==> config.mk <==
export PLATFORM = sky130hd
export DESIGN_NAME = div_16by8_seq_flat
export DESIGN_NICKNAME = d
export VERILOG_FILES = /design/src/rtl/div_pkg.sv /design/src/rtl/div_16by8_seq_if.sv /design/src/rtl/div_restore_step.sv /design/src/rtl/div_16by8_seq.sv /design/src/flat_wrapper.sv
export SDC_FILE = /design/constraint.sdc
export NUM_CORES = 1
export LEC_CHECK = 0
export CAP_MARGIN = 20
export CORE_UTILIZATION = 40
export DETAILED_ROUTE_END_ITERATION = 16
export MAX_ROUTING_LAYER = met4
export PLACE_DENSITY_LB_ADDON = 0.08
export SLEW_MARGIN = 20
export SYNTH_ARGS = -nofsm -noshare
export SYNTH_HDL_FRONTEND = slang
export SYNTH_SLANG_ARGS = --single-unit
==> constraint.sdc <==
create_clock -name clk -period 1.8 [get_ports clk]
set_input_delay 0.36 -clock clk [delete_from_list [all_inputs] [get_ports clk]]
set_output_delay 0.36 -clock clk [all_outputs]
set_load 0.01 [all_outputs]
==> src/rtl/div_pkg.sv <==
// div_pkg: shared state type and constants for the sequential divider
package div_pkg;
  localparam int DW_DEFAULT = 8;
  localparam int NW_DEFAULT = 16;
  localparam logic [NW_DEFAULT-1:0] DIV0_QUOTIENT = '1;
  localparam logic [DW_DEFAULT-1:0] DIV0_REMAINDER = '0;
  typedef enum logic [1:0] {IDLE, CALC, DONE} state_t;
endpackage

==> src/rtl/div_16by8_seq_if.sv <==
// div_16by8_seq_if: request/result handshake bundle between requester (master) and divider (slave)
interface div_16by8_seq_if import div_pkg::*; #(
  parameter int DW = DW_DEFAULT,
  parameter int NW = NW_DEFAULT
);
  logic in_valid;
  logic in_ready;
  logic [NW-1:0] dividend;
  logic [DW-1:0] divisor;
  logic out_valid;
  logic out_ready;
  logic [NW-1:0] quotient;
  logic [DW-1:0] remainder;
  logic div_zero;
  modport master (
    output in_valid, dividend, divisor, out_ready,
    input in_ready, out_valid, quotient, remainder, div_zero
  );
  modport slave (
    input in_valid, dividend, divisor, out_ready,
    output in_ready, out_valid, quotient, remainder, div_zero
  );
endinterface

==> src/rtl/div_restore_step.sv <==
// div_restore_step: one restoring-division step (shift in a dividend bit, conditionally subtract)
module div_restore_step import div_pkg::*; #(
  parameter int DW = DW_DEFAULT
) (
  input logic [DW:0] pr_in,
  input logic bit_in,
  input logic [DW-1:0] divisor,
  output logic [DW:0] pr_out,
  output logic q_bit
);
  logic [DW:0] sh;
  logic unused_pr_top;
  assign unused_pr_top = pr_in[DW];
  always_comb begin
    sh = {pr_in[DW-1:0], bit_in};
    q_bit = sh >= {1'b0, divisor};
    pr_out = q_bit ? sh - {1'b0, divisor} : sh;
  end
endmodule

==> src/rtl/div_16by8_seq.sv <==
// div_16by8_seq: sequential restoring 16/8 unsigned divider, one quotient bit per clock
module div_16by8_seq import div_pkg::*; #(
  parameter int DW = DW_DEFAULT,
  parameter int NW = NW_DEFAULT
) (
  input logic clk,
  input logic rst,
  div_16by8_seq_if.slave bus
);
  localparam int CW = $clog2(NW);
  localparam logic [NW-1:0] Q_DIV0 = NW'(DIV0_QUOTIENT);
  localparam logic [DW:0] R_DIV0 = (DW+1)'(DIV0_REMAINDER);
  state_t state, state_nx;
  logic [NW-1:0] q_sh;
  logic [DW:0] pr, pr_nx;
  logic [DW-1:0] dvs;
  logic [CW-1:0] cnt;
  logic q_bit, dz, ov, accept, zero_in;
  assign accept = state == IDLE && bus.in_valid;
  assign zero_in = bus.divisor == '0;
  div_restore_step #(.DW(DW)) u_step (
    .pr_in(pr),
    .bit_in(q_sh[NW-1]),
    .divisor(dvs),
    .pr_out(pr_nx),
    .q_bit(q_bit)
  );
  always_comb begin
    state_nx = state;
    unique case (state)
      IDLE: state_nx = bus.in_valid ? (zero_in ? DONE : CALC) : IDLE;
      CALC: state_nx = cnt == '0 ? DONE : CALC;
      DONE: state_nx = ov && bus.out_ready ? IDLE : DONE;
      default: state_nx = IDLE;
    endcase
  end
  always_ff @(posedge clk) begin
    if (rst) begin
      state <= IDLE;
      q_sh <= '0;
      pr <= '0;
      dvs <= '0;
      cnt <= '0;
      dz <= 1'b0;
      ov <= 1'b0;
    end else begin
      state <= state_nx;
      ov <= state == DONE && !(ov && bus.out_ready);
      if (accept) begin
        dvs <= bus.divisor;
        cnt <= CW'(NW-1);
        dz <= zero_in;
        q_sh <= zero_in ? Q_DIV0 : bus.dividend;
        pr <= zero_in ? R_DIV0 : '0;
      end else if (state == CALC) begin
        q_sh <= {q_sh[NW-2:0], q_bit};
        pr <= pr_nx;
        cnt <= cnt - CW'(1);
      end
    end
  end
  assign bus.in_ready = state == IDLE;
  assign bus.out_valid = ov;
  assign bus.quotient = q_sh;
  assign bus.remainder = pr[DW-1:0];
  assign bus.div_zero = dz;
endmodule
==> src/flat_wrapper.sv <==
// flat-port wrapper written by rule: the top's interface ports become plain ports
module div_16by8_seq_flat import div_pkg::*;
#(
  parameter int DW = DW_DEFAULT,
  parameter int NW = NW_DEFAULT
)
  (clk, rst, bus_in_valid, bus_dividend, bus_divisor, bus_out_ready, bus_in_ready, bus_out_valid, bus_quotient, bus_remainder, bus_div_zero);
  div_16by8_seq_if #(.DW(DW), .NW(NW)) bus_i ();
  input logic clk;
  input logic rst;
  input wire logic [$bits(bus_i.in_valid)-1:0] bus_in_valid;
  input wire logic [$bits(bus_i.dividend)-1:0] bus_dividend;
  input wire logic [$bits(bus_i.divisor)-1:0] bus_divisor;
  input wire logic [$bits(bus_i.out_ready)-1:0] bus_out_ready;
  output wire logic [$bits(bus_i.in_ready)-1:0] bus_in_ready;
  output wire logic [$bits(bus_i.out_valid)-1:0] bus_out_valid;
  output wire logic [$bits(bus_i.quotient)-1:0] bus_quotient;
  output wire logic [$bits(bus_i.remainder)-1:0] bus_remainder;
  output wire logic [$bits(bus_i.div_zero)-1:0] bus_div_zero;
  assign bus_i.in_valid = bus_in_valid;
  assign bus_i.dividend = bus_dividend;
  assign bus_i.divisor = bus_divisor;
  assign bus_i.out_ready = bus_out_ready;
  assign bus_in_ready = bus_i.in_ready;
  assign bus_out_valid = bus_i.out_valid;
  assign bus_quotient = bus_i.quotient;
  assign bus_remainder = bus_i.remainder;
  assign bus_div_zero = bus_i.div_zero;
  div_16by8_seq #(.DW(DW), .NW(NW)) u_core (.clk(clk), .rst(rst), .bus(bus_i));
endmodule
==> flow_metrics.tcl <==
set metrics [dict create \
    p_leak_nw 1.283 \
    timing.slew.headroom 0.6388 \
    dp.final_hpwl_mm 4.046 \
    crit_arrival_ns 2.10 \
    hold_path.class "in2reg" \
    postRouteWirelength_mm 5.697 \
    power.switching_fraction 0.3325 \
    core.rowCount 26 \
    rsz0062_at_grt "true" \
    report.final.slew_viol_count 0 \
    worst-endpoint-required_ns 2.03 \
    design.final.nets 369 \
    synthCells 252 \
    asyncSetResetFlopFracSynth 0 \
    startpoint_type "flip-flop" \
    setup.worst_path.start "u_core.bus.quotient[15]" \
    die_width_um 75.67 \
    synth.largest_area_cell "dfxtp_1" \
    synthesized_cell_area_um2 2171 \
    crit-reg2reg-launch "u_core.bus.quotient[15]" \
    fin_hold_ws_ns 0.3380 \
    crit_slowest_cell "or4b_1" \
    numCtsBuffers 5 \
    track_usage 0.2223 \
    finalSetupTns_ns -0.06878 \
    clock_insertion_delay_worst_skew_ns 0.30 \
    kind_of_end_point_of_the_critical_path "flip-flop" \
    syn_area_per_cell_um2 8.614 \
    grt_max_degree 25 \
    synth-edff-count 0 \
    post_synth_num_cell_types 49 \
    antenna_found_initial 0 \
    max-cap-violations 0 \
    tritoncts_num_sinks 40 \
    dr.first_iter.drc_count 112 \
    first_pass_grt_wire_length_mm 9.280 \
    cts.repair_timing.setup_buffer_count 0 \
    insertedDiodeCount 0 \
    cell_internal_pwr_w 0.002139 \
    initial_core_util 0.4197 \
    synth_nets 290 \
    worstSetupPathType "reg2reg" \
    maximum_fanout_along_the_worst_path 2 \
    synth_ff_type "dfxtp_1" \
    worst_clock_skew_ns 0.009861 \
    setup-violations-final 1 \
    vias_per_cell 5.279 \
    path_cells "inv_2 > ha_4 > fa_2 > nor2b_2 > o31a_1 > or4b_1 > a31o_1 > o21ai_1" \
    setup.reg_to_reg.worst_slack_ns -0.07 \
    die-area_um2 5726 \
    max_freq_mhz 535.1 \
    final_antenna_net_count 0 \
    synth_seq_cells 40 \
    area_growth_syn_to_layout_pct 51.87 \
    final.setup.worst_slack_ns -0.06878 \
    buffer_ports.inserted 54 \
    dieHeight_um 75.67 \
    routed-via-count 2122 \
    seq_area_frac_synth 0.3689 \
    min_period_ns 1.869 \
    h_tree_level_count 2 \
    violations "negative setup slack" \
    post-synth-top-area-fraction 0.3689 \
    switchingPower_w 0.001065 \
    overflow 0 \
    worstMarginPinSlew_ns 0.5399 \
    clock_path_buffers 2 \
    timing.final.hold_violations 0 \
    cts_tree "done" \
    clock_power_share 0.237 \
    finalCritPeriodShare 1.038 \
    outcome "finished with violations" \
    clk_pin_slew_ns 0.08 \
    drc_errors 0 \
    ctsHoldBuffers 0 \
    layout-drive-gt1-share 0.2892 \
    boundaryPins 55 \
    share_comb_of_total_power 0.427 \
    post_drt_wl_per_cell_um 14.17 \
    ir_drop_mv 0.6713 \
    synth_area_leaders "dfxtp_1 (37%), nand2_1 (7.4%), a21oi_1 (6.2%)" \
    worst_path_largest_cell_delay_ns 0.47 \
    root_buffer "clkbuf_8" \
    firstDrtPassIters 4 \
    yosysWarningCount 0 \
    first_global_vias 2015 \
    gp_congestion 0.7785 \
    hold_path.startpoint "bus_divisor[4]" \
    power_frac_seq 0.336 \
    design.core.area_um2 5172 \
    final_core_util 0.6374 \
    power.density_cell_area_nw_per_um2 971.9 \
    dp_slack_ns -0.3000 \
]
-- synthesized netlist by cell type (3+ instances only) --
| cell type | number |
|---|---|
| a21oi_1 | 27 |
| a21oi_2 | 9 |
| a32oi_1 | 4 |
| buf_2 | 3 |
| clkbuf_1 | 7 |
| dfxtp_1 | 40 |
| ha_1 | 9 |
| inv_1 | 14 |
| mux2i_1 | 4 |
| nand2_1 | 43 |
| nor2_1 | 13 |
| nor2b_1 | 9 |
| o21ai_0 | 8 |
| o221ai_1 | 9 |
| o221ai_2 | 7 |
| xnor2_1 | 3 |
-- cells by family after synthesis --
kind of cell             Yosys count  share of synthesized area
multiplexers                       4                    0.01844
AO/OA/AOI/OAI                     83                     0.2940
XOR/XNOR                           4                    0.01614
adder cells (fa/ha/maj)           10                    0.06110
flip-flops                        40                     0.3689
AND/OR/NAND/NOR                   81                     0.1752
buffers and inverters             30                    0.06628
-- worst paths after layout --
kind | to | cells past startpoint
worst max register to register | u_core.pr[6] | 8
worst min register to register | u_core.dvs[3] | 2
worst max-delay path | u_core.pr[6] | 8
worst min-delay path | u_core.dvs[4] | 3
-- sequential cells by signal, summed over array words and instances (netlist names) --
name,count
u_core.bus.div_zero,1
u_core.bus.out_valid,1
u_core.bus.quotient,16
u_core.cnt,4
u_core.dvs,8
u_core.pr,8
u_core.state,2
-- layout make-up --
type,instances,area [um2]
inverters,14,52.55
clock inverters,3,46.29
multi-input cells,182,1350
repair buffers,88,880.8
flip-flops and latches,40,810.8
clock buffers,5,68.82
well taps,70,87.58
fillers,464,1876
-- stage by stage --
stage               instance area (um2)  std cells  power [W]
floorplan                          2212        252   0.001828
global route                       3297        402   0.003406
global placement                   3017        392   0.002311
finish                             3297        402   0.003204
detailed placement                 3017        392   0.002321
CTS                                3143        400   0.003096
-- power by group through the flow --
| stage | sequential (W) | combinational (W) | clock, W |
|---|---|---|---|
| 2_1_floorplan | 0.00111 | 0.000721 | 0 |
| 3_3_place_gp | 0.00109 | 0.00122 | 0 |
| 3_5_place_dp | 0.00109 | 0.00123 | 0 |
| 4_1_cts | 0.00107 | 0.00125 | 0.000777 |
| 5_1_grt | 0.00109 | 0.00149 | 0.000820 |
| 6_report | 0.00108 | 0.00137 | 0.000759 |
-- critical path: cells and delay by family, from the launching register on --
kind,cells,cell delay [ns]
and+or+nand+nor,2,0.52
adders and majority gates,2,0.34
DFF,1,0.33
AOI/OAI and AO/OA,3,0.55
buffers and inverters,1,0.07
-- placed cells by master, fill, tap and decap left out, types with 5 or more instances in the layout --
master / Yosys / final
dfxtp_2: 0 / 8
dfxtp_1: 40 / 32
dlymetal6s2s_1: 0 / 7
clkdlybuf4s50_1: 0 / 47
inv_1: 14 / 13
o221ai_1: 9 / 7
nor2b_1: 9 / 6
nor2_1: 13 / 10
o221ai_2: 7 / 9
o21ai_0: 8 / 7
clkbuf_8: 0 / 5
ha_4: 0 / 5
buf_4: 2 / 28
a21oi_1: 27 / 24
nand2_1: 43 / 42
a21oi_2: 9 / 12
-- layer usage --
metal / vias to the layer above / global-route usage / wire (um)
met5: - / - / 0
met4: 0 / 0.06173 / 65
met3: 6 / 0.04233 / 220
met2: 49 / 0.3760 / 2834
met1: 1004 / 0.2706 / 2577
li1: 1063 / - / -
-- repair_timing --
action / 4_1_cts / 5_1_grt
pin swaps: 1 / 5
endpoints found under the setup margin: 5 / 17
resized for setup: 5 / 30
gates cloned: 0 / 2
Power figures use the tool's default switching activity.
